`src/rtl/seq_mul_ct.sv`:
```
`default_nettype none
// ============================================================================
// Module  : seq_mul_ct
// Brief   : Iterative shift-and-add multiplier, signed/unsigned operands,
//           constant-time (latency WIDTH) or early-termination per operation.
// Rev     : 1.0  initial release
// ============================================================================
module seq_mul_ct #(
  parameter int WIDTH = 8,
  parameter int CNT_W = $clog2(WIDTH) + 1
) (
  input  logic               clk,
  input  logic               rst,
  input  logic               in_valid,
  output logic               in_ready,
  input  logic [WIDTH-1:0]   a,
  input  logic [WIDTH-1:0]   b,
  input  logic               signed_mode,
  input  logic               const_time,
  output logic               out_valid,
  input  logic               out_ready,
  output logic [2*WIDTH-1:0] o,
  output logic               busy
);

  typedef enum logic [1:0] {
    S_IDLE = 2'd0,
    S_RUN  = 2'd1,
    S_DONE = 2'd2
  } state_t;

  localparam logic [CNT_W-1:0] C_LAST = CNT_W'(WIDTH - 1);

  state_t               r_state;
  state_t               w_next;
  logic [WIDTH-1:0]     r_a;
  logic [WIDTH-1:0]     r_b;
  logic [2*WIDTH-1:0]   r_acc;
  logic [2*WIDTH-1:0]   r_o;
  logic [CNT_W-1:0]     r_cnt;
  logic                 r_neg;
  logic                 r_ct;

  logic [WIDTH-1:0]     w_a_mag;
  logic [WIDTH-1:0]     w_b_mag;
  logic [2*WIDTH-1:0]   w_term;
  logic [2*WIDTH-1:0]   w_sum;
  logic                 w_last;
  logic                 w_accept;

  // -2^(WIDTH-1) negates to itself, which is the correct unsigned magnitude
  assign w_a_mag = (signed_mode && a[WIDTH-1]) ? -a : a;
  assign w_b_mag = (signed_mode && b[WIDTH-1]) ? -b : b;

  assign w_term = r_b[0] ? ({{WIDTH{1'b0}}, r_a} << r_cnt) : '0;
  assign w_sum  = r_acc + w_term;
  assign w_last = (r_cnt == C_LAST) ||
                  (!r_ct && ((r_a == '0) || ((r_b >> 1) == '0)));

  always_ff @(posedge clk or posedge rst) begin
    if (rst) r_state <= S_IDLE;
    else     r_state <= w_next;
  end

  always_comb begin
    w_next    = r_state;
    w_accept  = 1'b0;
    in_ready  = 1'b0;
    out_valid = 1'b0;
    busy      = 1'b0;
    case (r_state)
      S_IDLE: begin
        in_ready = 1'b1;
        if (in_valid) begin
          w_accept = 1'b1;
          w_next   = S_RUN;
        end
      end
      S_RUN: begin
        busy = 1'b1;
        if (w_last) w_next = S_DONE;
      end
      S_DONE: begin
        busy      = 1'b1;
        out_valid = 1'b1;
        if (out_ready) w_next = S_IDLE;
      end
      default: w_next = S_IDLE;
    endcase
  end

  always_ff @(posedge clk or posedge rst) begin
    if (rst) begin
      r_a   <= '0;
      r_b   <= '0;
      r_acc <= '0;
      r_cnt <= '0;
      r_neg <= 1'b0;
      r_ct  <= 1'b0;
      r_o   <= '0;
    end else if (w_accept) begin
      r_a   <= w_a_mag;
      r_b   <= w_b_mag;
      r_neg <= signed_mode && (a[WIDTH-1] ^ b[WIDTH-1]);
      r_ct  <= const_time;
      r_acc <= '0;
      r_cnt <= '0;
    end else if (r_state == S_RUN) begin
      r_acc <= w_sum;
      r_b   <= r_b >> 1;
      r_cnt <= r_cnt + CNT_W'(1);
      if (w_last) r_o <= r_neg ? -w_sum : w_sum;
    end
  end

  assign o = r_o;

endmodule
`default_nettype wire

```
`config.mk`:
```
export PLATFORM = sky130hd
export DESIGN_NAME = seq_mul_ct
export DESIGN_NICKNAME = d
export VERILOG_FILES = /design/src/rtl/seq_mul_ct.sv
export SDC_FILE = /design/constraint.sdc
export NUM_CORES = 1
export LEC_CHECK = 0
export ABC_AREA = 1
export BUFFER_PORTS_ARGS = -buffer_cell sky130_fd_sc_hd__clkbuf_2
export CORE_MARGIN = 10
export CORE_UTILIZATION = 30
export CTS_BUF_LIST = sky130_fd_sc_hd__clkbuf_16
export DETAILED_ROUTE_END_ITERATION = 8
export PLACE_DENSITY = 0.54
export SLEW_MARGIN = 5
export SYNTH_ARGS = -nofsm -noshare
export SYNTH_HDL_FRONTEND = slang
export SYNTH_SLANG_ARGS = --single-unit
```
`constraint.sdc`:
```
create_clock -name clk -period 2.85 [get_ports clk]
set_input_delay 0.57 -clock clk [delete_from_list [all_inputs] [get_ports clk]]
set_output_delay 0.57 -clock clk [all_outputs]
set_load 0.05 [all_outputs]
```
After elaboration in Yosys (flattened, before gate mapping)
Cells that the tools add are included.
{ "totals": {"regBits": 56, "inputBits": 22, "output_inout_bits": 19, "elab_cells": 55} }
{ "classes": {"addsub": 5, "eq_ne": 6, "n_shift": 1, "n_mux": 19, "bitwise_logic": 2, "reduce_logical": 14} }
{ "ops": {"columns": ["cell", "count"], "rows": [
  ["$mux 16", 4],
  ["$mux 8", 4],
  ["$add 16x16->16", 1],
  ["$logic_not 8->1", 2],
  ["$neg 16->16", 1],
  ["$neg 8->8", 2],
  ["$shl 8x4->16", 1],
  ["$mux 4", 2],
  ["$mux 2", 3],
  ["$ne 2x2->1 const B", 3],
  ["$pmux 2 s3", 1],
  ["$reduce_and 3->1", 2],
  ["$mux 1", 5],
  ["$add 4x1->4 const B", 1],
  ["$eq 4x3->1 const B", 1],
  ["$logic_and 1x1->1", 4],
  ["$eq 2x1->1 const B", 1],
  ["$eq 2x2->1 const B", 1],
  ["$logic_not 2->1", 1],
  ["$logic_or 1x1->1", 2],
  ["$reduce_bool 2->1", 1],
  ["$reduce_or 2->1", 1],
  ["$logic_not 1->1", 1],
  ["$not 1->1", 1],
  ["$xor 1x1->1", 1]
]} }

Depth between registers and ports, before layout
Gate-level depths: netlist of run 1.
{ "logic_depth": {"depth_word": 6, "ltp_mapped": 25, "mapped_depth_nobuf": 24} }

Worst setup path before layout of run 1
Ideal clock, no wire load.
{ "synth_path": {"path_type": "reg-to-reg", "from": "register r_cnt[1]", "to": "register r_o[14] (netlist: o[14])", "setup_time_ns": 0.118, "t_arrival_ns": 2.684, "t_required_ns": 2.732, "path_slack_ns": 0.048, "path_stages_with_launch": 20, "n_path_buf": 2, "synth_period_minus_slack_ns": 2.802, "cell_sequence": "dfrtp_1 clkbuf_1 inv_1 clkbuf_1 o21ai_0 o21ai_0 nor2_1 ha_1 nand2_1 inv_2 a21oi_2 nand3_1 nand2_2 nand2_2 nor2_4 nand2_2 nand2_4 nand4_1 nand3_1 nand2_1"} }
{ "synth_between": {"elab_chain_cells": 5, "word_cells_on_any_way": 8, "cone_classes": "add/sub: 2; eq/ne: 1; shift: 1; mux: 2; reduce/logical: 2"} }
{ "synth_lines": {"columns": ["item", "line", "source"], "rows": [
  ["start: declaration", "40", "logic [CNT_W-1:0] r_cnt;"],
  ["start signal: assignment", "111", "r_cnt <= r_cnt + CNT_W'(1);"],
  ["$shl 8x4->16", "55", "assign w_term = r_b[0] ? ({{WIDTH{1'b0}}, r_a} << r_cnt) : '0;"],
  ["$mux 16", "55", null],
  ["$add 16x16->16", "56", "assign w_sum = r_acc + w_term;"],
  ["$neg 16->16", "112", "if (w_last) r_o <= r_neg ? -w_sum : w_sum;"],
  ["$mux 16", "112", null],
  ["end signal: assignment", "112", null],
  ["end: declaration", "39", "logic [2*WIDTH-1:0] r_o;"]
]} }
Parallel ways exist; a longest one is shown, timed or not.
A chain may end at the register's enable or synchronous reset.

Worst setup path in the final report of run 1
{ "layout_path": {"from": "register r_cnt[0]", "to": "register r_o[15] (netlist: o[15])"} }
Same word-level chain as after synthesis.

==> results of run 1 <==
Yosys cell counts (all sizes together):
| cell type | count | area [sq um] |
|---|---|---|
| a21oi | 20 | 108 |
| a22o | 1 | 8.76 |
| a31oi | 2 | 12.5 |
| and2 | 1 | 6.26 |
| and3 | 1 | 6.26 |
| buf | 4 | 20.0 |
| clkbuf | 9 | 33.8 |
| clkinv | 3 | 11.3 |
| dfrtp | 56 | 1400 |
| fa | 1 | 20.0 |
| ha | 22 | 275 |
| inv | 92 | 345 |
| nand2 | 244 | 981 |
| nand3 | 65 | 360 |
| nand3b | 2 | 15.0 |
| nand4 | 5 | 31.3 |
| nor2 | 57 | 256 |
| nor3 | 6 | 30.0 |
| nor4 | 2 | 12.5 |
| o211ai | 2 | 15.0 |
| o21ai | 60 | 304 |
| o21bai | 1 | 7.51 |
| o221ai | 5 | 43.8 |
| o22ai | 8 | 50.1 |
| o31ai | 1 | 7.51 |
| o32ai | 1 | 8.76 |
| o41ai | 1 | 8.76 |
| or2 | 2 | 12.5 |
| xnor2 | 4 | 35.0 |
| xor2 | 11 | 96.3 |
flip-flops by register name, indices dropped and copies added, names as in the netlist:
register / flops
o: 16
r_acc: 16
r_a: 8
r_b: 8
r_cnt: 4
r_state: 2
r_ct: 1
r_neg: 1
how the worst min path moves through the flow:
stage | from | end | slack (ns) | depth (start not counted)
floorplan | r_a[2]$_DFFE_PP0P_ | r_a[2]$_DFFE_PP0P_ | 0.45 | 2
global placement | o[8]$_DFFE_PP0P_ | o[8]$_DFFE_PP0P_ | 0.46 | 2
detailed placement | o[4]$_DFFE_PP0P_ | o[4]$_DFFE_PP0P_ | 0.46 | 2
CTS | rst | r_state[0]$_DFFE_PP0P_ | 0.31 | 3
global route | rst | r_state[1]$_DFFE_PP0P_ | 0.31 | 3
finish | rst | r_state[0]$_DFFE_PP0P_ | 0.29 | 3
power by group:
| part | switching [mW] | leakage, nW | internal [mW] | total (mW) |
|---|---|---|---|---|
| Sequential | 0.242 | 0.722 | 1.11 | 1.35 |
| Clock | 0.319 | 0.0712 | 0.326 | 0.646 |
| Combinational | 3.71 | 2.62 | 2.68 | 6.39 |
repair_timing:
action,CTS,global route
hold buffers,0,0
pin swaps,36,64
hold endpoints to repair,0,0
buffers inserted,28,10
endpoints found under the setup margin,17,22
gates resized for setup,68,137
worst max-delay path, stage by stage (launching register included):
cell,delay [ns]
dfrtp_2,0.48
inv_4,0.11
nand2_4,0.06
nor2_4,0.10
nand2_2,0.07
buf_4,0.13
buf_4,0.12
o211ai_1,0.08
and3_1,0.23
ha_4,0.25
nand2_4,0.08
buf_6,0.09
inv_1,0.03
nand2_1,0.07
nand2_2,0.07
inv_2,0.08
nand3_2,0.07
nand2_1,0.09
nand3_2,0.08
nor2_2,0.09
nand2_1,0.07
nand2_2,0.10
nand3_2,0.08
nand3_2,0.05
nand2_1,0.04
placed cells by master (no fill, tap or decap), types with 25 or more instances in the layout:
| cell type | netlist | routed |
|---|---|---|
| nand2_2 | 23 | 60 |
| nand3_1 | 58 | 37 |
| nor2_1 | 48 | 26 |
| nand2_1 | 220 | 175 |
| dfrtp_1 | 56 | 55 |
| o21ai_0 | 55 | 39 |
| buf_4 | 0 | 120 |
| nand3_2 | 7 | 25 |
| inv_1 | 85 | 73 |
| clkbuf_2 | 0 | 40 |
logic make-up after synthesis:
kind of cell / after synthesis / synth area share [%]
xor+xnor: 15 / 2.90
fa+ha+maj: 23 / 6.53
flops: 56 / 31.0
buf+inv: 108 / 9.07
simple gates: 385 / 37.8
compound gates: 102 / 12.7
area by class of cell:
| class | instances | area [sq um] | area share (%) |
|---|---|---|---|
| clock inverters | 3 | 20.0 | 0.296 |
| clock buffers | 5 | 125 | 1.85 |
| well taps | 184 | 230 | 3.40 |
| flip-flops and latches | 56 | 1400 | 20.7 |
| inverters | 95 | 364 | 5.38 |
| multi-input cells | 525 | 3430 | 50.6 |
| repair buffers | 168 | 1200 | 17.7 |
metal layers:
layer | up-vias | part of all wire (%) | wire length (microns) | global-route usage (%)
met5 | - | 0 | 0 | 0
met4 | 0 | 2.3 | 333 | 4.40
li1 | 2556 | - | - | -
met3 | 21 | 3.5 | 510 | 2.06
met2 | 79 | 48 | 7130 | 23.8
met1 | 2285 | 46 | 6810 | 18.8
through the flow:
step	setup WS (ns)	utilization [%]	area (sq um)	instances
finish	0.00815	46.2	6770	1036
detailed placement	-0.255	38.3	5600	992
CTS	-0.0159	42.2	6180	1028
global placement	-0.251	38.3	5600	992
floorplan	0.0478	-	4520	689
global route	-0.201	46.2	6770	1036
==> metrics.md, run 1 <==
| Metric | Value |
|---|---|
| Required time worst endpoint | 3.05 ns |
| Largest net degree at the start of global routing | 57 |
| Status | finished clean |
| Die ar. | 0.0204 sq mm |
| Maxcap violations | 0 |
| Synth Instances | 689 |
| YS warnings | 0 |
| Initial Util | 30.9% |
| DR vias | 4941 |
| Die width | 143 microns |
| Hold Crit Class | input port to async pin |
| Final Hold Viols | 0 |
| All-layer global routing usage | 14.3% |
| F_max | 352 MHz |
| Share of layout cells above drive strength 1 | 43.3% |
| Min Tclk post-route | 2.84 ns |
| Initial DRC Count | 266 |
| Final Cycle Share | 99.7% |
| Netlist cell types | 40 |
| Max Slew Vio Count | 0 |
| Die height | 143 microns |
| Hold Slack | 0.292 ns |
| Final setup vio count | 0 |
| WL final | 14800 microns |
| Clk sink count | 56 |
| Critical path type | register to register |
| Vias in the first global route | 4917 |
| Overall power | 8.39 mW |
| Post-synthesis sequential area ratio | 31.0% |
| Placeable Area | 0.0146 sq mm |
| Fin Setup TNS | 0 ns |
| Slew margin rel. | 56.8% |
| Via density | 4.77 |
| IO buf count | 40 |
| Reg-to-Reg End | o[15]$_DFFE_PP0P_ |
| ANT nets after route | 0 |
| RSZ-0062 raised after global routing | yes |
| Clock Path Buffers | 2 |
| Root Buffer | clkbuf_16 |
| Fillcell total | 1469 |
| IO Pins | 41 |
| Critical path arrival | 3.04 ns |
| Area growth from synthesis to layout | 49.7% |
| Clock-pin slew on the worst setup and hold paths | 0.08 ns |
| Critical-path maximum fanout | 8 |
| Worst IR Drop VDD | 0.600 mV |
| FF-to-FF path depth | 24 |
| Crit end category | register |
| Worst reg2reg path startpoint | r_cnt[0]$_DFFE_PP0P_ |
| Worst-skew pair later-pin latency | 0.31 ns |
| Nets | 896 |
| Clock Skew | 0.0118 ns |
| Worst Max-Slew Pin Slew | 0.647 ns |
| Register bit total from synthesis | 56 |
| H-Tree Level Count | 2 |
| CP startpoint | r_cnt[0]$_DFFE_PP0P_ |
| Row count | 44 |
| Synth Net Count | 734 |
| CTS tree | yes |
| Drt wl/cell | 14.3 microns |
| Average size of a mapped cell | 6.57 sq um |
| # DRC | 0 |
| Setup crit start kind | register |
| DRT Pass-1 Iters | 4 |
| GPL Wtd Cong | 0.916 |
| # diodes | 0 |
| First-pass GRT wire length | 23900 microns |
| Initial antenna violation count | 0 |
| Total congestion overflow | 0 |
| Leakage power | 3.41 nW |
| Worst setup path end | o[15]$_DFFE_PP0P_ |
| CTS buffer count | 5 |
| Synthesized area | 0.00452 sq mm |
| FF-to-FF setup slack | 0.008 ns |
| DPL Wire Length | 10900 microns |
| Cell Pwr Density | 1240 mW/mm^2 |
(Power assumes the default switching activity.)
==> run 2, diff against run 1 <==
- PLACE_DENSITY: 0.54 -> 0.52
- clock period: 2.85 -> 3.04 ns (I/O delays scaled with it)
==> metrics.md, run 2 (synthesized netlist as in run 1, its figures left out) <==
| Metric | Value |
|---|---|
| Status | finished clean |
| # diodes | 0 (unchanged) |
| Worst IR Drop VDD | 0.704 mV (+17%) |
| Largest net degree at the start of global routing | 57 (unchanged) |
| Worst reg2reg path startpoint | r_cnt[0]$_DFFE_PP0P_ |
| Commonest non-fill, non-tap cells in the layout | nand2_1, inv_1, dfrtp_1 |
| Final setup vio count | 0 (unchanged) |
| First-pass GRT wire length | 22900 microns (-4.2%) |
| Clock Path Buffers | 2 (unchanged) |
| Row count | 44 (unchanged) |
| Initial antenna violation count | 1 (+1) |
| WL final | 13900 microns (-6.2%) |
| Critical-path maximum fanout | 5 (-3) |
| All-layer global routing usage | 13.9% (-0.47 points) |
| Required time worst endpoint | 3.25 ns (+0.20 ns) |
| Min Tclk post-route | 2.88 ns (+0.0361 ns) |
| Nets | 827 (-7.7%) |
| Max Slew Vio Count | 0 (unchanged) |
| Via density | 4.85 (+1.6%) |
| Maxcap violations | 0 (unchanged) |
| Worst-skew pair later-pin latency | 0.31 ns (about the same) |
| Slew margin rel. | 53.0% (-3.8 points) |
| Clk sink count | 56 (unchanged) |
| Area growth from synthesis to layout | 30.4% |
| Cell Pwr Density | 1150 mW/mm^2 (-6.9%) |
| Die ar. | 0.0204 sq mm (unchanged) |
| Post-Layout Cell Count | 967 (-6.7%) |
| FF-to-FF setup slack | 0.16 ns (+0.15 ns) |
| Die height | 143 microns (unchanged) |
| F_max | 347 MHz (-1.3%) |
| Critical path arrival | 3.08 ns (+0.04 ns) |
| Drt wl/cell | 14.3 microns (+0.47%) |
| Critical path type | register to register |
| Die width | 143 microns (unchanged) |
| Final Cycle Share | 94.7% (-5.0 points) |
| Leakage power | 3.00 nW (-12%) |
| GPL Wtd Cong | 0.908 (-0.86%) |
| Final Hold Viols | 0 (unchanged) |
| Share of layout cells above drive strength 1 | 29.6% (-14 points) |
| Crit end category | register |
| Total congestion overflow | 0 (unchanged) |
| Reg-to-Reg End | o[14]$_DFFE_PP0P_ |
| Placeable Area | 0.0146 sq mm (unchanged) |
| Fin Setup TNS | 0 ns (unchanged) |
| CTS buffer count | 5 (unchanged) |
| Hold Crit Class | input port to async pin |
| Finished Cell Area | 0.00590 sq mm (-13%) |
| Most common cell after layout, fill and taps aside | nand2_1 |
| DRT Pass-1 Iters | 5 (+1) |
| DR vias | 4687 (-5.1%) |
| Worst Max-Slew Pin Slew | 0.704 ns (+0.0576 ns) |
| FF-to-FF path depth | 20 (-17%) |
| Root Buffer | clkbuf_16 |
| Fillcell total | 1576 (+7.3%) |
| IO Pins | 41 (unchanged) |
| IO buf count | 40 (unchanged) |
| CTS tree | yes |
| Setup crit start kind | register |
| Placed Cells | 948 (-4.4%) |
| Initial Util | 30.9% (unchanged) |
| DPL Wire Length | 10800 microns (-0.67%) |
| # DRC | 0 (unchanged) |
| Initial DRC Count | 265 (-0.38%) |
| Post-DP Area | 0.00527 sq mm (-5.9%) |
| Clock Skew | 0.00786 ns (-0.00390 ns) |
| Overall power | 6.81 mW (-19%) |
| Vias in the first global route | 4640 (-5.6%) |
| Clock-pin slew on the worst setup and hold paths | 0.08 ns (about the same) |
| ANT nets after route | 0 (unchanged) |
| H-Tree Level Count | 2 (unchanged) |
| CTS Hold Buffers Added | 0 (unchanged) |
[run 2: cell types whose count changed in the layout (fill, tap and decap cells not counted), moves of 5 or more]
cell     before  now
buf_4       120   55
nand2_1     175  198
nand2_2      60   41
nand3_1      37   55
nand3_2      25   10
nor2_1       26   32
o21ai_1       6   12
buf_6         7    2
nor2_4       14    9
[run 2: final cells by class]
cell class,count,area [sq um],area share [%]
flip-flops and latches,56,1400,23.7
clock inverters,3,42.5,0.721
multi-input cells,525,3060,51.9
inverters,95,364,6.17
clock buffers,5,125,2.12
well taps,184,230,3.90
repair buffers,99,676,11.4
[run 2: stage by stage]
step	hold WS [ns]	util [%]	setup WS [ns]
final	0.328	40.3	0.162
after global routing	0.352	40.3	-0.0377
after CTS	0.344	37.3	0.00605
after detailed placement	0.459	36.0	-0.0846
after global placement	0.456	36.0	-0.0565
after floorplan	0.453	-	0.238
[run 2: worst max-delay path by stage]
stage	start	end	slack, ns
floorplan	r_cnt[1]$_DFFE_PP0P_	o[14]$_DFFE_PP0P_	0.24
global placement	r_cnt[0]$_DFFE_PP0P_	o[15]$_DFFE_PP0P_	-0.06
detailed placement	r_cnt[0]$_DFFE_PP0P_	o[14]$_DFFE_PP0P_	-0.08
CTS	r_cnt[0]$_DFFE_PP0P_	o[10]$_DFFE_PP0P_	0.006
global route	r_cnt[0]$_DFFE_PP0P_	o[15]$_DFFE_PP0P_	-0.04
finish	r_cnt[0]$_DFFE_PP0P_	o[14]$_DFFE_PP0P_	0.16
[run 2: repair_timing]
action | CTS | global route
pin swaps | 3 | 25
cloned | 0 | 1
setup buffers | 0 | 10
endpoints found under the setup margin | 5 | 21
resized for setup | 7 | 105
[run 2: metal layers]
metal | global-route usage (%) | up-vias | wire length, microns | share of wire [%]
li1 | - | 2415 | - | -
met1 | 17.9 | 2127 | 6740 | 49
met2 | 22.2 | 116 | 6060 | 44
met3 | 2.99 | 29 | 678 | 4.9
met4 | 4.99 | 0 | 384 | 2.8
met5 | 0 | - | 0 | 0
[run 2: report_power, final]
part	leakage [nW]	internal, mW	switching, mW
Sequential	0.723	1.04	0.254
Clock	0.0856	0.391	0.306
Combinational	2.19	1.83	2.99
Total	3.00	3.26	3.55
[run 2: critical path, cell delays in order, from the launching register on]
cell	delay (ns)
dfrtp_1	0.43
inv_2	0.12
nand2_4	0.08
nor2_4	0.14
nand2_2	0.07
nor2_2	0.08
ha_2	0.19
fa_2	0.44
inv_2	0.09
ha_1	0.14
inv_1	0.06
nor2_2	0.11
nand3_2	0.11
nor2_2	0.13
nand2_2	0.08
nor2_4	0.11
nand2_2	0.08
nand2_4	0.10
nand4_1	0.09
nand3_1	0.09
nand2_1	0.05
==> run 3, diff against run 2 <==
- clock period: 3.04 -> 2.8 ns (I/O delays scaled with it)
==> metrics.md, run 3 (synthesized netlist as in run 1, its figures left out) <==
| Metric | Value |
|---|---|
| Status | finished, violations left |
| Violated checks | setup timing |
| WL final | 14400 microns (+4.2%) |
| WP buf/inv | 5 (+2) |
| Global routing usage on met3 | 2.29% (-0.70 points) |
| Post-route core utilization | 43.6% (+3.3 points) |
| Area growth from synthesis to layout | 41.2% |
| Worst-skew pair later-pin latency | 0.32 ns (about the same) |
| Overall power | 8.09 mW (+19%) |
| FF-to-FF setup slack | -0.13 ns (-0.29 ns) |
| F_max | 341 MHz (-1.7%) |
| RSZ-0062 raised after global routing | yes |
| Finished Cell Area | 0.00639 sq mm (+8.3%) |
| Worst Slack Setup Final | -0.129 ns (-0.291 ns) |
| Via density | 4.78 (-1.4%) |
| Clock Skew | 0.0101 ns (+0.00223 ns) |
| Initial antenna violation count | 0 (-1) |
| Grt met2 use | 23.8% (+1.6 points) |
| Commonest non-fill, non-tap cells in the layout | nand2_1, buf_4, inv_1 |
| Switch share | 50.9% (-1.2 points) |
| Root Buffer | clkbuf_16 |
| ANT nets after route | 0 (unchanged) |
| Worst reg2reg path startpoint | r_cnt[0]$_DFFE_PP0P_ |
| Setup crit start kind | register |
| Fillcell total | 1510 (-4.2%) |
| Maxcap violations | 0 (unchanged) |
| Post-Layout Cell Count | 1019 (+5.4%) |
| H-Tree Level Count | 2 (unchanged) |
| Crit end category | register |
| Slowest stage cell, crit path | dfrtp_2 |
| Vias in the first global route | 4827 (+4.0%) |
| Row count | 44 (unchanged) |
| Die ar. | 0.0204 sq mm (unchanged) |
| Met1 Use GR | 19.1% (+1.2 points) |
| Clock Path Buffers | 2 (unchanged) |
| Gate power share | 74.9% (+4.1 points) |
| CP max stage delay | 0.46 ns (+0.02 ns) |
| Die height | 143 microns (unchanged) |
| Clock Power Share | 8.5% (-1.7 points) |
| Placed Cells | 989 (+4.3%) |
| IO Pins | 41 (unchanged) |
| Critical path type | register to register |
| Placeable Area | 0.0146 sq mm (unchanged) |
| Dominant delay contributor by cell family on the critical path | simple AND/OR/NAND/NOR gates |
| First-pass GRT wire length | 23800 microns (+3.9%) |
| GPL Wtd Cong | 0.897 (-1.2%) |
| Hold Crit Class | input port to async pin |
| Clock-pin slew on the worst setup and hold paths | 0.08 ns (about the same) |
| Nets | 879 (+6.3%) |
| Crit-path cells | buf_6 > inv_6 > nand2_4 > nor2_4 > nand2_2 > nor2_2 > ha_2 > fa_1 > inv_2 > ha_4 > inv_2 > nor2_2 > nand3_2 > nor2_2 > nand2_2 > nor2_4 > buf_4 > nor2_2 > xor2_1 > nand2_1 > nand2_1 |
| Worst IR Drop VDD | 0.870 mV (+24%) |
| # DRC | 0 (unchanged) |
| Final Cycle Share | 105% (+9.9 points) |
| Required time worst endpoint | 3.00 ns (-0.25 ns) |
| Share of layout cells above drive strength 1 | 37.0% (+7.4 points) |
| Post-DP Area | 0.00557 sq mm (+5.6%) |
| All-layer global routing usage | 14.4% (+0.59 points) |
| Critical Path Most Common Cell | nor2_2 |
| Critical-path maximum fanout | 6 (+1) |
| CTS buffer count | 5 (unchanged) |
| Slew margin rel. | 50.4% (-2.7 points) |
| P_sw | 4.12 mW (+16%) |
| Die width | 143 microns (unchanged) |
| Most common cell after layout, fill and taps aside | nand2_1 |
| Leakage power | 3.28 nW (+9.4%) |
| Footprint of the multi-input gates | 0.00320 sq mm (+4.5%) |
| CTS Hold Buffers Added | 0 (unchanged) |
| DRT Pass-1 Iters | 4 (-1) |
| Register share of total power | 16.6% (-2.4 points) |
| Sequential cell area | 0.00140 sq mm (about the same) |
| IO buf count | 40 (unchanged) |
| Total congestion overflow | 0 (unchanged) |
| Largest net degree at the start of global routing | 57 (unchanged) |
| Initial DRC Count | 270 (+1.9%) |
| Cell Pwr Density | 1270 mW/mm^2 (+9.7%) |
| Pint | 3.97 mW (+22%) |
| DPL Wire Length | 11200 microns (+3.4%) |
| DR vias | 4871 (+3.9%) |
| Max Slew Vio Count | 0 (unchanged) |
| Drt wl/cell | 14.2 microns (-1.1%) |
| # diodes | 0 (unchanged) |
| Top Usage Layer GRT | met2 |
| Final Hold Viols | 0 (unchanged) |
| Min Tclk post-route | 2.93 ns (+0.0508 ns) |
| Initial Util | 30.9% (unchanged) |
| Worst Max-Slew Pin Slew | 0.745 ns (+0.0403 ns) |
| Critical path arrival | 3.13 ns (+0.05 ns) |
| CTS tree | yes |
| Clk sink count | 56 (unchanged) |
| CP startpoint | r_cnt[0]$_DFFE_PP0P_ |
| Final setup vio count | 10 (+10) |
[run 3: path summary, 6_finish.rpt]
kind,endpoint,cells after the start
max reg2reg,o[8]$_DFFE_PP0P_,21
min reg2reg,o[4]$_DFFE_PP0P_,2
max in group asynchronous,r_cnt[0]$_DFFE_PP0P_,3
min,r_b[5]$_DFFE_PP0P_,3
max,o[8]$_DFFE_PP0P_,21
min in group clk,r_ct$_DFFE_PP0P_,3
[run 3: repair_timing]
action / in CTS / in global routing
gates resized for setup: 58 / 88
endpoints found under the setup margin: 17 / 23
setup buffers: 10 / 12
pin swaps: 30 / 45
[run 3: tightest hold or removal path, cell delays in order]
cell	delay, ns
clkbuf_2	0.09
inv_2	0.03
buf_4	0.58
[run 3: through the flow]
step                      setup slack, ns  hold slack (ns)  setup TNS (ns)
final                              -0.129            0.434          -0.746
after global routing               -0.290            0.485           -3.27
after CTS                         -0.0955            0.452          -0.634
after detailed placement           -0.300            0.459           -2.98
after global placement             -0.364            0.455           -3.67
after floorplan                    0.0464            0.453               0
[run 3: cell type report]
cell class,count,share of cell area [%]
multi-input cells,525,50.1
flip-flops and latches,56,22.0
repair buffers,151,16.3
well taps,184,3.60
inverters,95,5.66
clock inverters,3,0.431
clock buffers,5,1.96
[run 3: power by group through the flow]
stage	registers (mW)	logic, mW	clock network, mW
2_1_floorplan	1.64	2.70	0
3_3_place_gp	1.33	4.88	0
3_5_place_dp	1.34	4.86	0
4_1_cts	1.33	5.25	0.707
5_1_grt	1.39	6.60	0.729
6_report	1.34	6.06	0.686
[run 3: routing by layer]
metal	share of wire, %	up-vias
met5	0	-
li1	-	2520
met4	1.9	0
met3	3.6	18
met2	47	88
met1	47	2245
